==> src/rtl/uart_pkg.sv <==
// Shared UART types and helpers. The PARITY states exist only when UART_PARITY_EN is defined.
package uart_pkg;

  typedef enum logic [2:0] {
    TX_IDLE,
    TX_START,
    TX_DATA,
`ifdef UART_PARITY_EN
    TX_PARITY,
`endif
    TX_STOP
  } tx_state_t;

  typedef enum logic [2:0] {
    RX_IDLE,
    RX_START,
    RX_DATA,
`ifdef UART_PARITY_EN
    RX_PARITY,
`endif
    RX_STOP
  } rx_state_t;

  function automatic int cycles_per_bit(input int clock_freq, input int baud_rate);
    return clock_freq / baud_rate;
  endfunction

endpackage

==> src/rtl/uart_sync_fifo.sv <==
// Synchronous FIFO with exact occupancy count; a push into a full FIFO succeeds when a pop happens in the same cycle.
module uart_sync_fifo #(
  parameter int WIDTH = 8,
  parameter int DEPTH = 8
) (
  input  logic                   clk,
  input  logic                   reset,
  input  logic                   push,
  input  logic [WIDTH-1:0]       push_data,
  input  logic                   pop,
  output logic [WIDTH-1:0]       pop_data,
  output logic                   full,
  output logic                   empty,
  output logic [$clog2(DEPTH):0] count
);

  localparam int AW = $clog2(DEPTH);

  logic [WIDTH-1:0] mem_q [DEPTH];
  logic [AW-1:0]    wr_ptr_q, wr_ptr_d;
  logic [AW-1:0]    rd_ptr_q, rd_ptr_d;
  logic [AW:0]      count_q, count_d;
  logic             push_ok, pop_ok;

  assign empty   = (count_q == '0);
  assign full    = (count_q == (AW+1)'(DEPTH));
  assign pop_ok  = pop && !empty;
  assign push_ok = push && (!full || pop_ok);

  always_comb begin
    wr_ptr_d = wr_ptr_q;
    rd_ptr_d = rd_ptr_q;
    count_d  = count_q;
    if (push_ok) wr_ptr_d = wr_ptr_q + 1'b1;
    if (pop_ok)  rd_ptr_d = rd_ptr_q + 1'b1;
    case ({push_ok, pop_ok})
      2'b10:   count_d = count_q + 1'b1;
      2'b01:   count_d = count_q - 1'b1;
      default: count_d = count_q;
    endcase
  end

  always_ff @(posedge clk) begin
    if (reset) begin
      wr_ptr_q <= '0;
      rd_ptr_q <= '0;
      count_q  <= '0;
    end else begin
      wr_ptr_q <= wr_ptr_d;
      rd_ptr_q <= rd_ptr_d;
      count_q  <= count_d;
    end
  end

  // Storage carries no reset; occupancy alone decides what is valid.
  always_ff @(posedge clk) begin
    if (push_ok) mem_q[wr_ptr_q] <= push_data;
  end

  assign pop_data = mem_q[rd_ptr_q];
  assign count    = count_q;

endmodule

==> src/rtl/uart_fifo.sv <==
// UART with TX and RX FIFOs, sticky line errors and first-word-fall-through RX.
// Optional parity bit generation/checking is enabled by defining UART_PARITY_EN.
module uart_fifo
  import uart_pkg::*;
#(
  parameter int CLOCK_FREQ = 125_000_000,
  parameter int BAUD_RATE  = 115_200,
  parameter int DATA_BITS  = 8,
  parameter int FIFO_DEPTH = 8,
  parameter int PARITY_ODD = 0
) (
  input  logic                        clk,
  input  logic                        reset,
  input  logic [DATA_BITS-1:0]        data_in,
  input  logic                        data_in_valid,
  output logic                        data_in_ready,
  output logic [DATA_BITS-1:0]        data_out,
  output logic                        data_out_valid,
  input  logic                        data_out_ready,
  input  logic                        serial_in,
  output logic                        serial_out,
  output logic [$clog2(FIFO_DEPTH):0] tx_count,
  output logic [$clog2(FIFO_DEPTH):0] rx_count,
  output logic                        framing_error,
  output logic                        overrun_error,
  output logic                        parity_error,
  input  logic                        err_clear
);

  localparam int CPB   = cycles_per_bit(CLOCK_FREQ, BAUD_RATE);
  localparam int CNT_W = $clog2(CPB + 1);
  localparam int BIT_W = $clog2(DATA_BITS);
  localparam logic [CNT_W-1:0] CNT_LAST = CNT_W'(CPB - 1);
  localparam logic [CNT_W-1:0] CNT_MID  = CNT_W'(CPB / 2 - 1);
  localparam logic [BIT_W-1:0] BIT_LAST = BIT_W'(DATA_BITS - 1);
  localparam logic             PAR_ODD  = (PARITY_ODD != 0);

  logic                 tx_push, tx_pop, tx_full, tx_empty;
  logic [DATA_BITS-1:0] tx_head;
  logic                 rx_push, rx_pop, rx_full, rx_empty;
  logic [DATA_BITS-1:0] rx_head;

  assign data_in_ready  = !tx_full && !reset;
  assign tx_push        = data_in_valid && data_in_ready;
  assign data_out_valid = !rx_empty && !reset;
  assign rx_pop         = data_out_valid && data_out_ready;
  assign data_out       = data_out_valid ? rx_head : '0;

  uart_sync_fifo #(.WIDTH(DATA_BITS), .DEPTH(FIFO_DEPTH)) u_tx_fifo (
    .clk(clk), .reset(reset), .push(tx_push), .push_data(data_in), .pop(tx_pop),
    .pop_data(tx_head), .full(tx_full), .empty(tx_empty), .count(tx_count)
  );

  uart_sync_fifo #(.WIDTH(DATA_BITS), .DEPTH(FIFO_DEPTH)) u_rx_fifo (
    .clk(clk), .reset(reset), .push(rx_push), .push_data(rx_shift_q), .pop(rx_pop),
    .pop_data(rx_head), .full(rx_full), .empty(rx_empty), .count(rx_count)
  );

  // ---------------- transmitter ----------------
  tx_state_t            tx_state_q;
  logic [CNT_W-1:0]     tx_cnt_q;
  logic [BIT_W-1:0]     tx_idx_q;
  logic [DATA_BITS-1:0] tx_shift_q;
  logic                 tx_line_q;
  logic                 tx_bit_end;
`ifdef UART_PARITY_EN
  logic                 tx_par_q;
`endif

  assign tx_bit_end = (tx_cnt_q == CNT_LAST);
  // Popping at the end of STOP lets back-to-back characters leave without an idle gap.
  assign tx_pop     = !tx_empty && ((tx_state_q == TX_IDLE) || ((tx_state_q == TX_STOP) && tx_bit_end));

  always_ff @(posedge clk) begin
    if (reset) begin
      tx_state_q <= TX_IDLE;
      tx_cnt_q   <= '0;
      tx_idx_q   <= '0;
      tx_line_q  <= 1'b1;
    end else begin
      tx_cnt_q <= tx_bit_end ? '0 : tx_cnt_q + 1'b1;
      unique case (tx_state_q)
        TX_IDLE: begin
          tx_cnt_q <= '0;
          if (tx_pop) begin
            tx_state_q <= TX_START;
            tx_line_q  <= 1'b0;
          end
        end
        TX_START: if (tx_bit_end) begin
          tx_state_q <= TX_DATA;
          tx_idx_q   <= '0;
          tx_line_q  <= tx_shift_q[0];
          tx_shift_q <= tx_shift_q >> 1;
        end
        TX_DATA: if (tx_bit_end) begin
          if (tx_idx_q == BIT_LAST) begin
`ifdef UART_PARITY_EN
            tx_state_q <= TX_PARITY;
            tx_line_q  <= tx_par_q;
`else
            tx_state_q <= TX_STOP;
            tx_line_q  <= 1'b1;
`endif
          end else begin
            tx_idx_q   <= tx_idx_q + 1'b1;
            tx_line_q  <= tx_shift_q[0];
            tx_shift_q <= tx_shift_q >> 1;
          end
        end
`ifdef UART_PARITY_EN
        TX_PARITY: if (tx_bit_end) begin
          tx_state_q <= TX_STOP;
          tx_line_q  <= 1'b1;
        end
`endif
        TX_STOP: if (tx_bit_end) begin
          if (tx_pop) begin
            tx_state_q <= TX_START;
            tx_line_q  <= 1'b0;
          end else begin
            tx_state_q <= TX_IDLE;
          end
        end
        default: tx_state_q <= TX_IDLE;
      endcase
    end
    if (tx_pop) begin
      tx_shift_q <= tx_head;
`ifdef UART_PARITY_EN
      tx_par_q   <= (^tx_head) ^ PAR_ODD;
`endif
    end
  end

  assign serial_out = tx_line_q;

  // ---------------- receiver ----------------
  logic [1:0]           rx_sync_q, rx_sync_d;
  logic                 rx_prev_q, rx_prev_d;
  logic                 rx_bit, rx_mid, rx_stop_smp, rx_frame_err, rx_par_err;
  rx_state_t            rx_state_q;
  logic [CNT_W-1:0]     rx_cnt_q;
  logic [BIT_W-1:0]     rx_idx_q;
  logic [DATA_BITS-1:0] rx_shift_q;
  logic                 framing_q, framing_d;
  logic                 overrun_q, overrun_d;
  logic                 rx_overrun;

  assign rx_bit = rx_sync_q[1];
  // START waits half a bit, so every later full-bit wait lands on a bit centre.
  assign rx_mid = (rx_state_q == RX_START) ? (rx_cnt_q == CNT_MID) : (rx_cnt_q == CNT_LAST);
  assign rx_stop_smp  = (rx_state_q == RX_STOP) && rx_mid;
  assign rx_frame_err = rx_stop_smp && !rx_bit;

`ifdef UART_PARITY_EN
  logic rx_par_bad_q;
  logic parity_q, parity_d;
  assign rx_par_err = rx_stop_smp && rx_bit && rx_par_bad_q;
`else
  logic unused_parity_cfg;
  assign unused_parity_cfg = PAR_ODD;
  assign rx_par_err        = 1'b0;
`endif

  assign rx_push    = rx_stop_smp && rx_bit && !rx_par_err;
  assign rx_overrun = rx_push && rx_full && !rx_pop;

  always_comb begin
    rx_sync_d = {rx_sync_q[0], serial_in};
    rx_prev_d = rx_bit;
    framing_d = err_clear ? 1'b0 : framing_q;
    if (rx_frame_err) framing_d = 1'b1;
    overrun_d = err_clear ? 1'b0 : overrun_q;
    if (rx_overrun) overrun_d = 1'b1;
`ifdef UART_PARITY_EN
    parity_d = err_clear ? 1'b0 : parity_q;
    if (rx_par_err) parity_d = 1'b1;
`endif
  end

  always_ff @(posedge clk) begin
    if (reset) begin
      rx_sync_q <= 2'b11;
      rx_prev_q <= 1'b1;
      framing_q <= 1'b0;
      overrun_q <= 1'b0;
`ifdef UART_PARITY_EN
      parity_q  <= 1'b0;
`endif
    end else begin
      rx_sync_q <= rx_sync_d;
      rx_prev_q <= rx_prev_d;
      framing_q <= framing_d;
      overrun_q <= overrun_d;
`ifdef UART_PARITY_EN
      parity_q  <= parity_d;
`endif
    end
  end

  always_ff @(posedge clk) begin
    if (reset) begin
      rx_state_q <= RX_IDLE;
      rx_cnt_q   <= '0;
      rx_idx_q   <= '0;
    end else begin
      rx_cnt_q <= rx_mid ? '0 : rx_cnt_q + 1'b1;
      unique case (rx_state_q)
        RX_IDLE: begin
          rx_cnt_q <= '0;
          if (rx_prev_q && !rx_bit) rx_state_q <= RX_START;
        end
        RX_START: if (rx_mid) begin
          rx_state_q <= rx_bit ? RX_IDLE : RX_DATA;
          rx_idx_q   <= '0;
        end
        RX_DATA: if (rx_mid) begin
          rx_shift_q <= {rx_bit, rx_shift_q[DATA_BITS-1:1]};
          if (rx_idx_q == BIT_LAST) begin
`ifdef UART_PARITY_EN
            rx_state_q <= RX_PARITY;
`else
            rx_state_q <= RX_STOP;
`endif
          end else begin
            rx_idx_q <= rx_idx_q + 1'b1;
          end
        end
`ifdef UART_PARITY_EN
        RX_PARITY: if (rx_mid) begin
          rx_par_bad_q <= rx_bit != ((^rx_shift_q) ^ PAR_ODD);
          rx_state_q   <= RX_STOP;
        end
`endif
        RX_STOP: if (rx_mid) rx_state_q <= RX_IDLE;
        default: rx_state_q <= RX_IDLE;
      endcase
    end
  end

  assign framing_error = framing_q;
  assign overrun_error = overrun_q;
`ifdef UART_PARITY_EN
  assign parity_error  = parity_q;
`else
  assign parity_error  = 1'b0;
`endif

endmodule

==> config.mk <==
export PLATFORM = sky130hd
export DESIGN_NAME = uart_fifo
export DESIGN_NICKNAME = d
export VERILOG_FILES = /design/src/rtl/uart_pkg.sv /design/src/rtl/uart_sync_fifo.sv /design/src/rtl/uart_fifo.sv
export SDC_FILE = /design/constraint.sdc
export NUM_CORES = 1
export LEC_CHECK = 0
export BUFFER_PORTS_ARGS = -buffer_cell sky130_fd_sc_hd__buf_4
export CAP_MARGIN = 20
export CELL_PAD_IN_SITES_DETAIL_PLACEMENT = 1
export CELL_PAD_IN_SITES_GLOBAL_PLACEMENT = 2
export CORE_MARGIN = 5
export CORE_UTILIZATION = 40
export CTS_BUF_LIST = sky130_fd_sc_hd__clkbuf_2 sky130_fd_sc_hd__clkbuf_4 sky130_fd_sc_hd__clkbuf_8
export DETAILED_ROUTE_END_ITERATION = 10
export GPL_ROUTABILITY_DRIVEN = 1
export PLACE_DENSITY_LB_ADDON = 0.1
export SYNTH_ARGS = -nofsm -noshare
export SYNTH_HDL_FRONTEND = slang
export SYNTH_SLANG_ARGS = --single-unit
export TNS_END_PERCENT = 20
==> constraint.sdc <==
create_clock -name clk -period 5.6 [get_ports clk]
set_input_delay 1.12 -clock clk [delete_from_list [all_inputs] [get_ports clk]]
set_output_delay 1.12 -clock clk [all_outputs]
set_load 0.1 [all_outputs]
* Yosys cells after proc, flatten, opt, wreduce, memory -nomap -nowiden
Memories as Yosys holds them, arrays and structs flattened. A register that Yosys moved wholly into a read port is not among the register bits.
Cells that the tools add are included.
** Operators by class
- Add/sub/neg operators :: 12
- Multiply operators :: 0
- Div/mod/pow operators :: 0
- Magnitude comparators :: 0
- Equality and inequality tests :: 33
- Shift-type cells :: 0
- Mux-type cells :: 48
- Bitwise logic cells :: 1
- Reduce and logical (&&, ||, !) cells :: 47
** Operators by type and width (number)
- 3-bit 2-to-1 mux :: 19
- 8-bit 2-to-1 mux :: 6
- 3-bit one-hot mux with 4 select lines :: 2
- 11-bit by 1-bit adder with 11-bit output (second input constant) :: 2
- 11-bit == test (second input constant) :: 2
- 2-bit != test (second input constant) :: 11
- 3-bit by 1-bit adder with 3-bit output (second input constant) :: 6
- 1-bit logical AND :: 16
- 4-bit one-hot mux with 2 select lines :: 2
- 8-bit one-hot mux with 2 select lines :: 1
- 5-bit AND reduction :: 3
- 1-bit 2-to-1 mux :: 14
- 3-bit by 2-bit == test with 1-bit output (second input constant) :: 4
- 3-bit one-hot mux with 2 select lines :: 2
- 4-bit AND reduction :: 3
- 2-bit nonzero test :: 6
- 11-bit by 10-bit == test with 1-bit output (second input constant) :: 1
- 3-bit by 2-bit != test with 1-bit output (second input constant) :: 3
- 4-bit by 1-bit adder with 4-bit output (second input constant) :: 2
- 4-bit == test (second input constant) :: 2
- 4-bit zero test :: 2
- 4-bit by 1-bit subtractor with 4-bit output (second input constant) :: 2
- 1-bit zero test :: 7
- 3-bit by 1-bit == test with 1-bit output (second input constant) :: 2
- other kinds (13) :: 21
** Storage, ports and cells
- Register bits after elaboration :: 76
- Latch bits :: 0
- Memory bits (writable) :: 128
- Memory bits (read-only) :: 0
- Input port bits :: 14
- Output and inout port bits :: 22
- Memories kept :: 2
** Memory list
- u_rx_fifo.mem_q :: depth 8, bits a word 8, rd ports 1, clocked after Yosys merged registers in 1, write ports 1, line uart_sync_fifo.sv:19 : logic [WIDTH-1:0] mem_q [DEPTH];
- u_tx_fifo.mem_q :: depth 8, bits a word 8, rd ports 1, clocked after Yosys merged registers in 1, write ports 1, line uart_sync_fifo.sv:19

* Depth between registers and ports, before layout
- Depth after elaboration :: 9
- Mapped depth :: 13
- Gate-level depth less buffers :: 12

* Cells and area by module
From an unflattened synthesis, not the netlist that was laid out.
** Unflattened totals
- Cells, all modules :: 607
- Area total of the unflattened synthesis :: 8992.4 um^2
** Modules (own cells, without submodules)
- uart_sync_fifo :: times used 2, cells an instance 176, area an instance 3203.1 um^2
- uart_fifo :: times used 1, cells an instance 255, area an instance 2586.2 um^2

* Least setup slack after synthesis
Ideal clock, no wire load.
- Kind :: input to register
- From :: in reset
- To :: reg u_tx_fifo.count_q[3] (netlist: u_tx_fifo.count[3])
- Setup time :: 0.071 ns
- Arrival time :: 4.605 ns
- Required time :: 5.529 ns
- Path slack :: 0.925 ns
- Cell stages on the path :: 10
- Cells stage by stage :: clkbuf_1 a21oi_1 nand2_1 ha_1 ha_1 a21o_1 a21oi_1 xnor2_1 or3_1 a21oi_1
** On the way
- Word-level cells in the longest chain between the ends :: 6
- Elaborated cells between the ends (all ways) :: 8
** RTL lines
- from (decl) :: line uart_fifo.sv:13 : input logic reset,
- 1-bit zero test (*) :: line uart_fifo.sv:43 : assign data_in_ready = !tx_full && !reset;
- 1-bit logical AND (*) :: line uart_fifo.sv:43
- via data_in_ready :: line uart_fifo.sv:16 : output logic data_in_ready,
- 1-bit logical AND (*) :: line uart_fifo.sv:44 : assign tx_push = data_in_valid && data_in_ready;
- 1-bit logical AND (*) :: line uart_sync_fifo.sv:28 : assign push_ok = push && (!full || pop_ok);
- 2-bit by 1-bit == test with 1-bit output or 2-bit == test (tied branches) :: line uart_sync_fifo.sv:36 : case ({push_ok, pop_ok})
- 4-bit one-hot mux with 2 select lines or 2-bit nonzero test (tied branches)
- to (signal assigned) :: line uart_sync_fifo.sv:51 : count_q <= count_d;
- to (decl) :: line uart_sync_fifo.sv:22 : logic [AW:0] count_q, count_d;
Mark *: on every way through the listed nets, which the timed path passes. The rest lies on a longest branch.
A chain may end at the register's enable or synchronous reset.

==> run metrics <==
CTS Buf Count 38; total of max-cap violations 0; GRT Total Usage 14.8%; simple-gate share of the synthesized area 11.1%; share of cells above drive strength 1 22.4%; Final ANT Viol Nets 0; Adder-Cell Fraction of Synth Area 3.55%; CP cell instances mux4_2, mux2i_1, nor2_1, buf_4; initial antenna violation count 0; WS Path Type reg2out; global-route wire length before repair 28.4 mm; count of final setup violators 0; Netlist Area Pre-Place 0.00852 mm2; Port Buffers 34; FF+latch count, synth 208; wire per inst 18.3 um; vias per cell 5.14; Fmax 289 MHz; clock skew 11.2 ps; Primary FF master, synth edfxtp_1; GP Congestion 0.735; Post-synth EDFFs 144; TNS Setup 0 ps; status finished clean; XOR/XNOR share of the synthesized area 2.47%; Worst Path Arrival 2340 ps; die extent in y 156 um; post-synth top area share 50.7%; worst stage delay on the critical path 860 ps; nets 685; Core Box Area 0.0210 mm2; clock root buffer clkbuf_8; # resized after CTS 0; H-tree depth 2; post-synth top area cell edfxtp_1; crit path max fanout 16; TritonRoute pass-1 iters 4; Yosys cell types 52; RSZ-0062 raised after global routing no; Seq/Total Area, Yosys 65.8%; Worst-path clk slew 60 ps; Startpoint Class flip-flop; Max IR drop VDD 203 uV; largest family of logic cells by synthesized area multiplexers; Die ar. 0.0243 mm2; mux contribution to synthesized area 11.5%; pin count of the biggest net entering global routing 48; Worst Tran Pin Value 996 ps; Rows 53; CTS tree done; fin crit share 61.9%; Post-Syn Instances 589; initial core utilization 40.5%; HPWL after DPL 11.6 mm; CP endpoint kind output port; num ports 36; Compound-Gate Fraction of Synth Area 3.63%; CTS Hold Bufs 0; Mapped Avg Cell Area 14.5 um2; Post-synth ARST share 0%; CP required 4480 ps; deepest clock path buffer count 3; pwr dens 406 mW/mm2; total wire length 17.4 mm; Worst-Skew Late Latency 520 ps; post-CTS setup repair buffer count 0; total number of vias 4882; DRC 0; Syn. warnings 0; Slew Viols, Final 0; Remaining Overflow, GRT 0; min cycle time layout 3460 ps; Leak 3.35 nW; Die X 156 um; clock sinks 208; final hold violations 0; largest cells by area after synthesis edfxtp_1 (51%), dfxtp_1 (15%), mux4_2 (8.5%); Worst slew margin 33.4%; Slowest cell on crit path dfxtp_1; Synth-to-Final Area Change 15.7%; vias in the first global route 5455; HP Class reg2reg; total power 4.00 mW; Inserted Diodes 0; syn nets 626; Initial DRC Count 219
-- power breakdown --
part	internal [mW]	leakage, nW	switching [mW]
logic	0.274	1.14	0.461
clock network	0.818	0.392	0.617
registers	1.75	1.82	0.0813
-- stage by stage --
step                      utilization, %  hold slack, ps  cells  setup WS (ps)  cell area [um2]
after floorplan                        -             389    589            925             8520
after detailed placement            43.3             416    883           1890             9100
after global routing                46.9             440    950           1960             9860
after global placement              43.1             418    881           1960             9060
final                               46.9             432    950           2140             9860
after CTS                           46.9             428    950           2060             9860
-- flip-flops by register name (all words and copies together), names as in the netlist, 4 cells and up, named ones only --
signal	count
rx_cnt_q	11
u_tx_fifo.mem_q	64
rx_shift_q	8
tx_shift_q	8
u_tx_fifo.count	4
u_rx_fifo.mem_q	64
tx_cnt_q	11
u_rx_fifo.count	4
-- cell usage after synthesis (all sizes together) (2+ instances only) --
library cell and number:
a21o 3, a21oi 26, a221oi 2, a22oi 2, a41oi 2, and3 9
and4bb 3, buf 12, clkbuf 11, dfxtp 64, edfxtp 144, fa 2
ha 21, inv 17, mux2 2, mux2i 22, mux4 32, nand2 17
nand2b 8, nand3 19, nand3b 3, nand4 4, nor2 79, nor2b 2
nor3 12, nor3b 7, nor4 5, o21ai 10, or2 6, or3 9
xnor2 8, xor2 16
-- worst max-delay path, delay by kind of cell, from the launching register on --
| family | cells | cell delay [ps] |
|---|---|---|
| buf+inv | 1 | 240 |
| flops | 1 | 860 |
| simple gates | 1 | 60 |
| mux | 2 | 650 |
-- layer usage --
layer / share of wire, % / track usage [%] / routed length (um)
met5: 0 / 0 / 0
met4: 1.8 / 4.79 / 321
met3: 3.9 / 3.16 / 685
met2: 51 / 26.5 / 8880
met1: 43 / 17.7 / 7500
-- path summary, 6_finish.rpt --
| check | endpoint | cells after the start | from | slack (ps) |
|---|---|---|---|---|
| worst max-delay path | data_out[3] | 4 | flip-flop | 2140 |
| worst max register to register | u_tx_fifo.count[3]$_SDFFE_PP0P_ | 12 | tx_cnt_q[0]$_SDFF_PP0_ | 2750 |
| worst min register to register | rx_sync_q[1]$_SDFF_PP1_ | 1 | rx_sync_q[0]$_SDFF_PP1_ | 430 |
| worst min-delay path | rx_sync_q[1]$_SDFF_PP1_ | 1 | rx_sync_q[0]$_SDFF_PP1_ | 430 |
-- layout make-up --
cell class                 instances  area, um2
clock inverter                    18        141
inverter                          17       63.8
tap                              275        344
multi-input combinational        341       2750
timing repair buffer              42        335
fill                            2128      11200
sequential                       208       5610
clock buffer                      49        618
-- cell families after synthesis --
group / Yosys count
DFF: 208
and+or+nand+nor: 186
muxes: 56
AOI/OAI and AO/OA: 51
buffers and inverters: 40
xor gates and xnor gates: 24
adders and majority gates: 23
other: 1
-- placed cells by master, fill, tap and decap left out, drive strengths merged, types with 3 or more instances in the layout --
cell	n
clkbuf	49
nor3b	7
a21o	3
or2	6
inv	19
nor3	12
o21ai	10
nand4	4
mux4	32
clkinv	12
nand2b	8
nor2	79
a21oi	26
edfxtp	144
nor4	5
or3	9
buf	42
dfxtp	64
nand3	19
xor2	16
xnor2	8
and4bb	3
nand3b	3
mux2i	22
nand2	17
ha	21
and3	9
(Power assumes the default switching activity.)
